===== config.mk =====
export PLATFORM = sky130hd
export DESIGN_NAME = ctrl_multiciclo
export DESIGN_NICKNAME = d
export VERILOG_FILES = /design/src/rtl/ctrl_multiciclo.sv
export SDC_FILE = /design/constraint.sdc
export NUM_CORES = 1
export LEC_CHECK = 0
export ABC_AREA = 1
export BUFFER_PORTS_ARGS = -buffer_cell sky130_fd_sc_hd__clkbuf_2
export CAP_MARGIN = 20
export CELL_PAD_IN_SITES_DETAIL_PLACEMENT = 0
export CELL_PAD_IN_SITES_GLOBAL_PLACEMENT = 1
export CORE_ASPECT_RATIO = 1.25
export CORE_MARGIN = 1
export CORE_UTILIZATION = 28
export DETAILED_ROUTE_END_ITERATION = 8
export GPL_ROUTABILITY_DRIVEN = 1
export PLACE_DENSITY_LB_ADDON = 0.05
export SLEW_MARGIN = 20
export SYNTH_ARGS = -nofsm -noshare
export SYNTH_HDL_FRONTEND = slang
export SYNTH_SLANG_ARGS = --single-unit

===== constraint.sdc =====
create_clock -name clk -period 1.4 [get_ports clk]
set_input_delay 0.21 -clock clk [delete_from_list [all_inputs] [get_ports clk]]
set_output_delay 0.21 -clock clk [all_outputs]
set_load 0.02 [all_outputs]

===== src/rtl/ctrl_multiciclo.sv =====
// Multi-cycle processor control FSM: sequences fetch/decode/execute/memory/writeback states.
// Outputs decode combinationally from estado (zero latency); memory states stall on mem_ready when MEM_WAIT=1.
module ctrl_multiciclo #(
    parameter int OP_W        = 6,
    parameter int MEM_WAIT    = 0,
    parameter int HALT_RESUME = 0,
    parameter logic [OP_W-1:0] OP_R   = OP_W'(0),
    parameter logic [OP_W-1:0] OP_SW  = OP_W'(6),
    parameter logic [OP_W-1:0] OP_LW  = OP_W'(7),
    parameter logic [OP_W-1:0] OP_BLT = OP_W'(16),
    parameter logic [OP_W-1:0] OP_BGT = OP_W'(32),
    parameter logic [OP_W-1:0] OP_BEQ = OP_W'(48),
    parameter logic [OP_W-1:0] OP_BNE = OP_W'(56),
    parameter logic [OP_W-1:0] OP_JMP = OP_W'(62),
    parameter logic [OP_W-1:0] OP_JAL = OP_W'(60),
    parameter logic [OP_W-1:0] OP_IN  = OP_W'(40),
    parameter logic [OP_W-1:0] OP_OUT = OP_W'(33),
    parameter logic [OP_W-1:0] OP_HLT = OP_W'(63)
) (
    input  logic            clk,
    input  logic            rst,
    input  logic [OP_W-1:0] opcode,
    input  logic            zero,
    input  logic            enter,
    input  logic            mem_ready,
    output logic [3:0]      estado,
    output logic            EscrevePC,
    output logic            EscreveRI,
    output logic            EscreveReg,
    output logic            EscreveMem,
    output logic            controleOUT,
    output logic            SelMuxMem,
    output logic            SelMuxReg1,
    output logic            SelMuxReg2,
    output logic            SelMuxUlaA,
    output logic            SelMuxIn,
    output logic [1:0]      SelMuxUlaB,
    output logic [1:0]      SelMuxPC,
    output logic [1:0]      OpULA,
    output logic            busy
);

    typedef enum logic [3:0] {
        S_FETCH  = 4'd0,  S_DECODE = 4'd1,  S_ADDR   = 4'd2,  S_MEMRD  = 4'd3,
        S_WBMEM  = 4'd4,  S_MEMWR  = 4'd5,  S_EXR    = 4'd6,  S_WBALU  = 4'd7,
        S_BRCALC = 4'd8,  S_JUMP   = 4'd9,  S_BRUPD  = 4'd10, S_EXI    = 4'd11,
        S_INWAIT = 4'd12, S_JFIN   = 4'd13, S_HALT   = 4'd14, S_INWB   = 4'd15
    } state_t;

    state_t state_q, state_d;
    logic   enter_q;
    logic   enter_rise;
    logic   mem_stall;

    // enter_q resets high so a button already held at reset is not taken as a press
    assign enter_rise = enter & ~enter_q;
    assign mem_stall  = (MEM_WAIT != 0) && !mem_ready;
    assign estado     = state_q;

    always_ff @(posedge clk) begin
        if (rst) begin
            state_q <= S_FETCH;
            enter_q <= 1'b1;
        end else begin
            state_q <= state_d;
            enter_q <= enter;
        end
    end

    always_comb begin
        state_d     = state_q;
        EscrevePC   = 1'b0;
        EscreveRI   = 1'b0;
        EscreveReg  = 1'b0;
        EscreveMem  = 1'b0;
        controleOUT = 1'b0;
        SelMuxMem   = 1'b0;
        SelMuxReg1  = 1'b0;
        SelMuxReg2  = 1'b0;
        SelMuxUlaA  = 1'b0;
        SelMuxIn    = 1'b0;
        SelMuxUlaB  = 2'b00;
        SelMuxPC    = 2'b00;
        OpULA       = 2'b00;
        busy        = (state_q != S_FETCH) && (state_q != S_HALT);

        case (state_q)
            S_FETCH: begin
                EscreveRI  = 1'b1;
                SelMuxUlaB = 2'b01;
                OpULA      = 2'b01;
                SelMuxIn   = 1'b1;
                state_d    = S_DECODE;
            end
            S_DECODE: begin
                EscrevePC   = (opcode != OP_HLT);
                controleOUT = (opcode == OP_OUT);
                SelMuxUlaB  = 2'b01;
                case (opcode)
                    OP_SW, OP_LW:                   state_d = S_ADDR;
                    OP_R:                           state_d = S_EXR;
                    OP_BLT, OP_BGT, OP_BEQ, OP_BNE: state_d = S_BRCALC;
                    OP_JMP, OP_JAL:                 state_d = S_JUMP;
                    OP_IN:                          state_d = S_INWAIT;
                    OP_OUT:                         state_d = S_FETCH;
                    OP_HLT:                         state_d = S_HALT;
                    default:                        state_d = S_EXI;
                endcase
            end
            S_ADDR: begin
                SelMuxMem  = 1'b1;
                SelMuxUlaA = 1'b1;
                SelMuxUlaB = 2'b11;
                OpULA      = 2'b11;
                if (opcode == OP_LW)      state_d = S_MEMRD;
                else if (opcode == OP_SW) state_d = S_MEMWR;
                else                      state_d = S_FETCH;
            end
            S_MEMRD: begin
                SelMuxMem  = 1'b1;
                SelMuxReg2 = 1'b1;
                if (!mem_stall) state_d = S_WBMEM;
            end
            S_WBMEM: begin
                EscreveReg = 1'b1;
                SelMuxMem  = 1'b1;
                SelMuxReg2 = 1'b1;
                state_d    = S_JFIN;
            end
            S_MEMWR: begin
                // write strobe stays up for the whole stall so slow memories see a stable request
                EscreveMem = 1'b1;
                SelMuxMem  = 1'b1;
                SelMuxUlaA = 1'b1;
                OpULA      = 2'b11;
                if (!mem_stall) state_d = S_INWB;
            end
            S_EXR: begin
                SelMuxReg1 = 1'b1;
                SelMuxUlaA = 1'b1;
                state_d    = S_WBALU;
            end
            S_EXI: begin
                SelMuxUlaA = 1'b1;
                SelMuxUlaB = 2'b11;
                state_d    = S_WBALU;
            end
            S_WBALU: begin
                EscreveReg = 1'b1;
                SelMuxUlaA = 1'b1;
                if (opcode == OP_R) begin
                    SelMuxReg1 = 1'b1;
                    SelMuxUlaB = 2'b00;
                end else begin
                    SelMuxUlaB = 2'b11;
                end
                state_d = S_FETCH;
            end
            S_BRCALC: begin
                SelMuxPC   = 2'b01;
                SelMuxUlaA = 1'b1;
                state_d    = S_BRUPD;
            end
            S_BRUPD: begin
                SelMuxPC  = 2'b10;
                OpULA     = 2'b11;
                EscrevePC = zero;
                state_d   = S_FETCH;
            end
            S_JUMP: begin
                EscrevePC  = 1'b1;
                SelMuxUlaA = 1'b1;
                SelMuxUlaB = 2'b11;
                OpULA      = 2'b11;
                state_d    = S_JFIN;
            end
            S_JFIN: begin
                EscrevePC  = (opcode == OP_JMP);
                EscreveReg = (opcode == OP_LW);
                SelMuxReg2 = 1'b1;
                state_d    = S_FETCH;
            end
            S_INWAIT: begin
                EscreveReg = 1'b1;
                SelMuxIn   = 1'b1;
                if (enter_rise) state_d = S_INWB;
            end
            S_INWB: begin
                EscreveReg = (opcode != OP_SW);
                SelMuxReg2 = 1'b1;
                SelMuxIn   = 1'b1;
                state_d    = S_FETCH;
            end
            S_HALT: begin
                if ((HALT_RESUME != 0) && enter_rise) state_d = S_FETCH;
            end
            default: state_d = S_FETCH;
        endcase
    end

endmodule


[Yosys cells after proc, flatten, opt, wreduce, memory -nomap -nowiden]
Index checks and enable logic that the tools add are counted.
Word-level totals
  register bits after elaboration: 5
  output and inout port bits: 21
  word-level logic and storage cells: 73
Operators by class
  equality and inequality tests: 29
  mux-type cells: 20
  bitwise logic cells: 2
  reductions and logical operators: 20
Operators by type and width (count)
  $eq 6x6->1 const B: 8
  $pmux 4 s10: 1
  $eq 4x4->1 const B: 7
  $pmux 4 s7: 1
  $reduce_or 4->1: 5
  $eq 4x3->1 const B: 4
  $eq 6x3->1 const B: 2
  $reduce_bool 10->1: 1
  $reduce_or 2->1: 5
  $reduce_or 3->1: 3
  $eq 4x2->1 const B: 2
  $mux 1: 8
  $pmux 2 s2: 2
  $reduce_or 7->1: 1
  $eq 6x5->1 const B: 1
  $logic_not 6->1: 1
  $mux 3: 2
  $ne 6x3->1 const B: 1
  $ne 6x6->1 const B: 1
  $pmux 2 s3: 1
  $eq 4x1->1 const B: 1
  $logic_not 4->1: 1
  $mux 4: 1
  $ne 4x4->1 const B: 1
  10 further kinds: 10

[Depth between registers and ports, before layout]
  word-level depth: 4
  gate-level depth with buffers: 12
  mapped depth without buffers: 12

[Worst setup path after synthesis]
Ideal clock, no wire load.
  path kind: reg-to-output
  start: reg state_q[1], in the netlist estado[1]
  end: out SelMuxUlaB[0]
  data arrival time: 1438 ps
  data required time: 1190 ps
  setup slack: -248 ps
  stages on the path, launching flop included: 7
  path through: dfxtp_1 > inv_2 > nand2_2 > nor2_2 > nor2_2 > nand3b_1 > o21bai_1
Between the ends
  cells in the longest elaborated chain, start to end: 3
RTL lines
  start, declared: line 50  | state_t state_q, state_d;
  start signal, assigned: line 65  | state_q <= state_d;
  $eq 4x2->1, or another cell as far along: line 87  | case (state_q)
  $reduce_or 3->1 (no line) or $reduce_or 2->1 (tied branches)
  $pmux 2 s3 *: line 87
  end, declared: line 37  | output logic [1:0] SelMuxUlaB,
Every way passes the cells marked *; elsewhere a longest branch is shown, timed or not.

[Worst setup path in the final report]
  start: reg state_q[1], in the netlist estado[1]
  end: out EscrevePC
Between the ends
  cells in the longest elaborated chain, start to end: 2
RTL lines
  $eq 4x4->1 or $eq 4x1->1 (tied branches): line 87
  $pmux 1 s4 *: line 87
  end, declared: line 27  | output logic EscrevePC,
Marks and branches as above.

==> PnR_summary.wiki <==
{| class="wikitable"
! Metric !! Value
|-
| Yosys Warn Count || 0
|-
| Switching power total || 1.76 mW
|-
| Final hold vios || 0
|-
| Non-filler instance count after layout || 232
|-
| Logic depth of the worst path, buffers included || 5
|-
| Critical path arrival || 1.42 ns
|-
| Total global routing track utilization || 18.7%
|-
| Fin. max-slew vios || 0
|-
| Starting Density || 29.5%
|-
| Area contributors post-synth || sky130_fd_sc_hd__nand2_1 (16%), sky130_fd_sc_hd__nor2_1 (15%), sky130_fd_sc_hd__dfxtp_1 (14%)
|-
| Num ports || 32
|-
| Depth of the CTS H-tree || 1
|-
| N_diodes || 0
|-
| Cell area power density || 2440 nW/µm²
|-
| Cell area after synthesis || 708 µm²
|-
| Commonest non-fill, non-tap cell in the layout || sky130_fd_sc_hd__buf_4
|-
| Library cells used by synthesis || 23
|-
| Worst-case clock skew || 0.00513 ns
|-
| Number of DRC violations after detailed routing || 0
|-
| Critical Path End || EscrevePC
|-
| Clock group share of total power || 4.6%
|-
| Area share of the leading cell type in the synthesized netlist || 15.9%
|-
| Leakage power summed over all cells || 0.752 nW
|-
| Syn Nets || 147
|-
| Crit start category || register
|-
| CP bufs+invs || 2
|-
| PortBufs || 30
|-
| Launch point of the worst path || estado[1]
|-
| Total routed wirelength || 2630 µm
|-
| Core Footprint || 2400 µm²
|-
| Setup total negative slack || -2.16 ns
|-
| CTS sink cnt || 5
|-
| Final-report setup violation count || 18
|-
| Worst-Margin Slew || 0.229 ns
|-
| Die Height || 58.2 µm
|-
| Average wire length per cell after detail routing || 11.4 µm
|-
| Area added between synthesis and finish || 107%
|-
| Weighted congestion reported at the end of routability-driven placement || 0.845
|-
| Relative slew margins || 84.6%
|-
| Per-cell via count in the routed design || 4.72
|-
| Path type of the worst min-delay path || input pin to register
|-
| Smallest setup slack after layout || -0.227 ns
|-
| Clock transition at the registers of the reported paths || 0.04 ns
|-
| Fraction of layout cells with a size suffix above 1 || 57.8%
|-
| Worst Setup End Kind || output port
|-
| Flop-to-flop setup slack || -0.13 ns
|-
| Logic pwr share || 85.5%
|-
| Status || finished with violations
|-
| Worst reg-to-reg path cell count || 10
|-
| Iteration-0 DRC count of the detailed router || 34
|-
| Required time of the worst setup path || 1.19 ns
|-
| Number of hold-repair buffers added at the cts stage || 0
|-
| Register area share after synthesis || 14.1%
|-
| Buffer levels on the longest clock path || 2
|-
| Highest-count cells in the layout ignoring fill and taps || sky130_fd_sc_hd__buf_4 (31), sky130_fd_sc_hd__nand2_1 (25), sky130_fd_sc_hd__nor2_1 (18)
|-
| Insertion delay to the later sink of the worst-skew pair || 0.24 ns
|-
| Sequential fraction of design power || 10.0%
|-
| Antenna violations before repair || 0
|-
| Largest area contributor in the synthesized netlist || sky130_fd_sc_hd__nand2_1
|-
| Fmax || 615 MHz
|-
| Family with the most delay on the worst path || compound AO/OA/AOI/OAI gates
|-
| Detailed-placement wirelength estimate || 1970 µm
|-
| Number of detailed-route iterations in the first pass || 4
|-
| Global-route wire length before repair || 3860 µm
|-
| Largest net degree at the start of global routing || 6
|-
| Final Net Count || 211
|-
| Synthesis-stage register bit count || 5
|-
| Internal Pwr Total || 1.81 mW
|-
| Root Buffer Master || sky130_fd_sc_hd__clkbuf_4
|-
| Delay contributed by the slowest stage of the critical path || 0.42 ns
|-
| Average instance area after synthesis || 5.21 µm²
|-
| Launch instance of the worst register-to-register path || estado[1]
|-
| Minimum clock period after layout || 1.63 ns
|-
| Critical path fanouts, max || 5
|-
| RSZ-0062 raised after global routing || yes
|-
| Clock tree from TritonCTS || done
|-
| Vias in the first global route || 955
|-
| Final worst hold slack || 0.148 ns
|-
| Final period util || 116%
|-
| Number of buffers created by CTS || 3
|-
| Total number of placement rows || 20
|-
| Number of max-cap violations || 0
|-
| Final cell utilization of the core || 61.0%
|-
| Proportion of total power due to net switching || 49.4%
|-
| Die outline area || 2740 µm²
|-
| Overall die width || 47.0 µm
|-
| Class of the most critical setup path || register to output port
|-
| Sum of overflow across all layers after global routing || 0
|-
| Routed Antenna Nets || 0
|-
| Cells along the critical path || inv_6 -> nand2_8 -> nor2_4 -> a2111o_1 -> clkbuf_8
|-
| Via total after detailed routing || 1,095
|-
| Slowest cell on crit path || sky130_fd_sc_hd__a2111o_1
|-
| IR Drop Worst-Case VDD || 1.99 mV
|-
| Reg2reg end || estado[2]
|-
| Violated checks || setup timing
|-
| Number of placed instances with taps included || 218
|-
| Number of cells produced by synthesis || 136
|}
## synth_stat cells
library cell and n:
sky130_fd_sc_hd__a2111o_1 1, sky130_fd_sc_hd__a211oi_1 1, sky130_fd_sc_hd__a21oi_1 2, sky130_fd_sc_hd__a21oi_2 1, sky130_fd_sc_hd__a31oi_1 1, sky130_fd_sc_hd__and3_1 1
sky130_fd_sc_hd__dfxtp_1 5, sky130_fd_sc_hd__inv_1 23, sky130_fd_sc_hd__inv_2 4, sky130_fd_sc_hd__nand2_1 30, sky130_fd_sc_hd__nand2_2 3, sky130_fd_sc_hd__nand3_1 8
sky130_fd_sc_hd__nand3_2 2, sky130_fd_sc_hd__nand3b_1 1, sky130_fd_sc_hd__nand4_1 6, sky130_fd_sc_hd__nor2_1 28, sky130_fd_sc_hd__nor2_2 10, sky130_fd_sc_hd__nor3_1 2
sky130_fd_sc_hd__nor4_1 1, sky130_fd_sc_hd__o2111ai_1 1, sky130_fd_sc_hd__o21ai_0 3, sky130_fd_sc_hd__o21ai_1 1, sky130_fd_sc_hd__o21bai_1 1
## worst reg2reg max path: stages, from the launching register on
cell and delay, ns:
sky130_fd_sc_hd__dfxtp_4 0.39, sky130_fd_sc_hd__inv_6 0.06, sky130_fd_sc_hd__nand2_8 0.09, sky130_fd_sc_hd__buf_4 0.13, sky130_fd_sc_hd__nor2_4 0.04, sky130_fd_sc_hd__buf_4 0.14, sky130_fd_sc_hd__nor2_4 0.10, sky130_fd_sc_hd__and3_4 0.19
sky130_fd_sc_hd__nand3_1 0.08, sky130_fd_sc_hd__o21ai_1 0.17, sky130_fd_sc_hd__inv_1 0.05
## layer usage
| layer | GRT usage, % | part of all wire [%] | vias to the layer above |
|---|---|---|---|
| met5 | 0 | 0 | - |
| met4 | 3.67 | 0 | 0 |
| met3 | 0.312 | 2.7 | 0 |
| met2 | 33.9 | 54 | 35 |
| met1 | 24.0 | 43 | 497 |
| li1 | - | - | 563 |
## per-stage QoR
step           worst slack, ns  area (µm²)  power [mW]
2_1_floorplan          -0.0471         742        1.56
3_3_place_gp           -0.0817        1080        2.32
3_5_place_dp            -0.104        1080        2.33
4_1_cts                 -0.207        1300        3.15
5_1_grt                 -0.256        1470        3.79
6_report                -0.227        1470        3.57
## final cells by class
cell class	count	area, µm²
fill	235	937
multi-input combinational	104	687
timing repair buffer	59	482
sequential	5	115
inverter	27	114
tap	33	41.3
clock buffer	4	26.3
## worst min-delay path by stage
stage	start	to	slack [ns]	cells after the start
2_1_floorplan	rst	estado[1]	0.26	1
3_3_place_gp	rst	estado[1]	0.39	2
3_5_place_dp	rst	estado[1]	0.39	2
4_1_cts	rst	estado[1]	0.15	2
5_1_grt	rst	estado[1]	0.15	2
6_report	rst	estado[1]	0.15	2
## logic make-up (layout without fill, tap and decap cells)
group           after synthesis  count (layout)  synth area share (%)
compound gates               12              12                  11.3
buf+inv                      27              90                  14.3
flops                         5               5                  14.1
simple gates                 92              92                  60.3
## registers in the layout (all words and copies together), names as in the netlist
signal	cells
estado	4
enter_q	1
## power groups by stage
stage / clock [mW] / combinational (mW) / sequential, mW
floorplan: 0 / 1.20 / 0.362
global placement: 0 / 2.02 / 0.300
detailed placement: 0 / 2.03 / 0.303
CTS: 0.167 / 2.65 / 0.327
global route: 0.171 / 3.25 / 0.367
finish: 0.163 / 3.05 / 0.356
## repair_timing
item | in CTS | in global routing
resized for setup | 36 | 47
endpoints found under the setup margin | 18 | 21
buffers inserted | 7 | 3
pin swaps | 2 | 10
gates cloned | 0 | 0
Power figures use the tool's default switching activity.
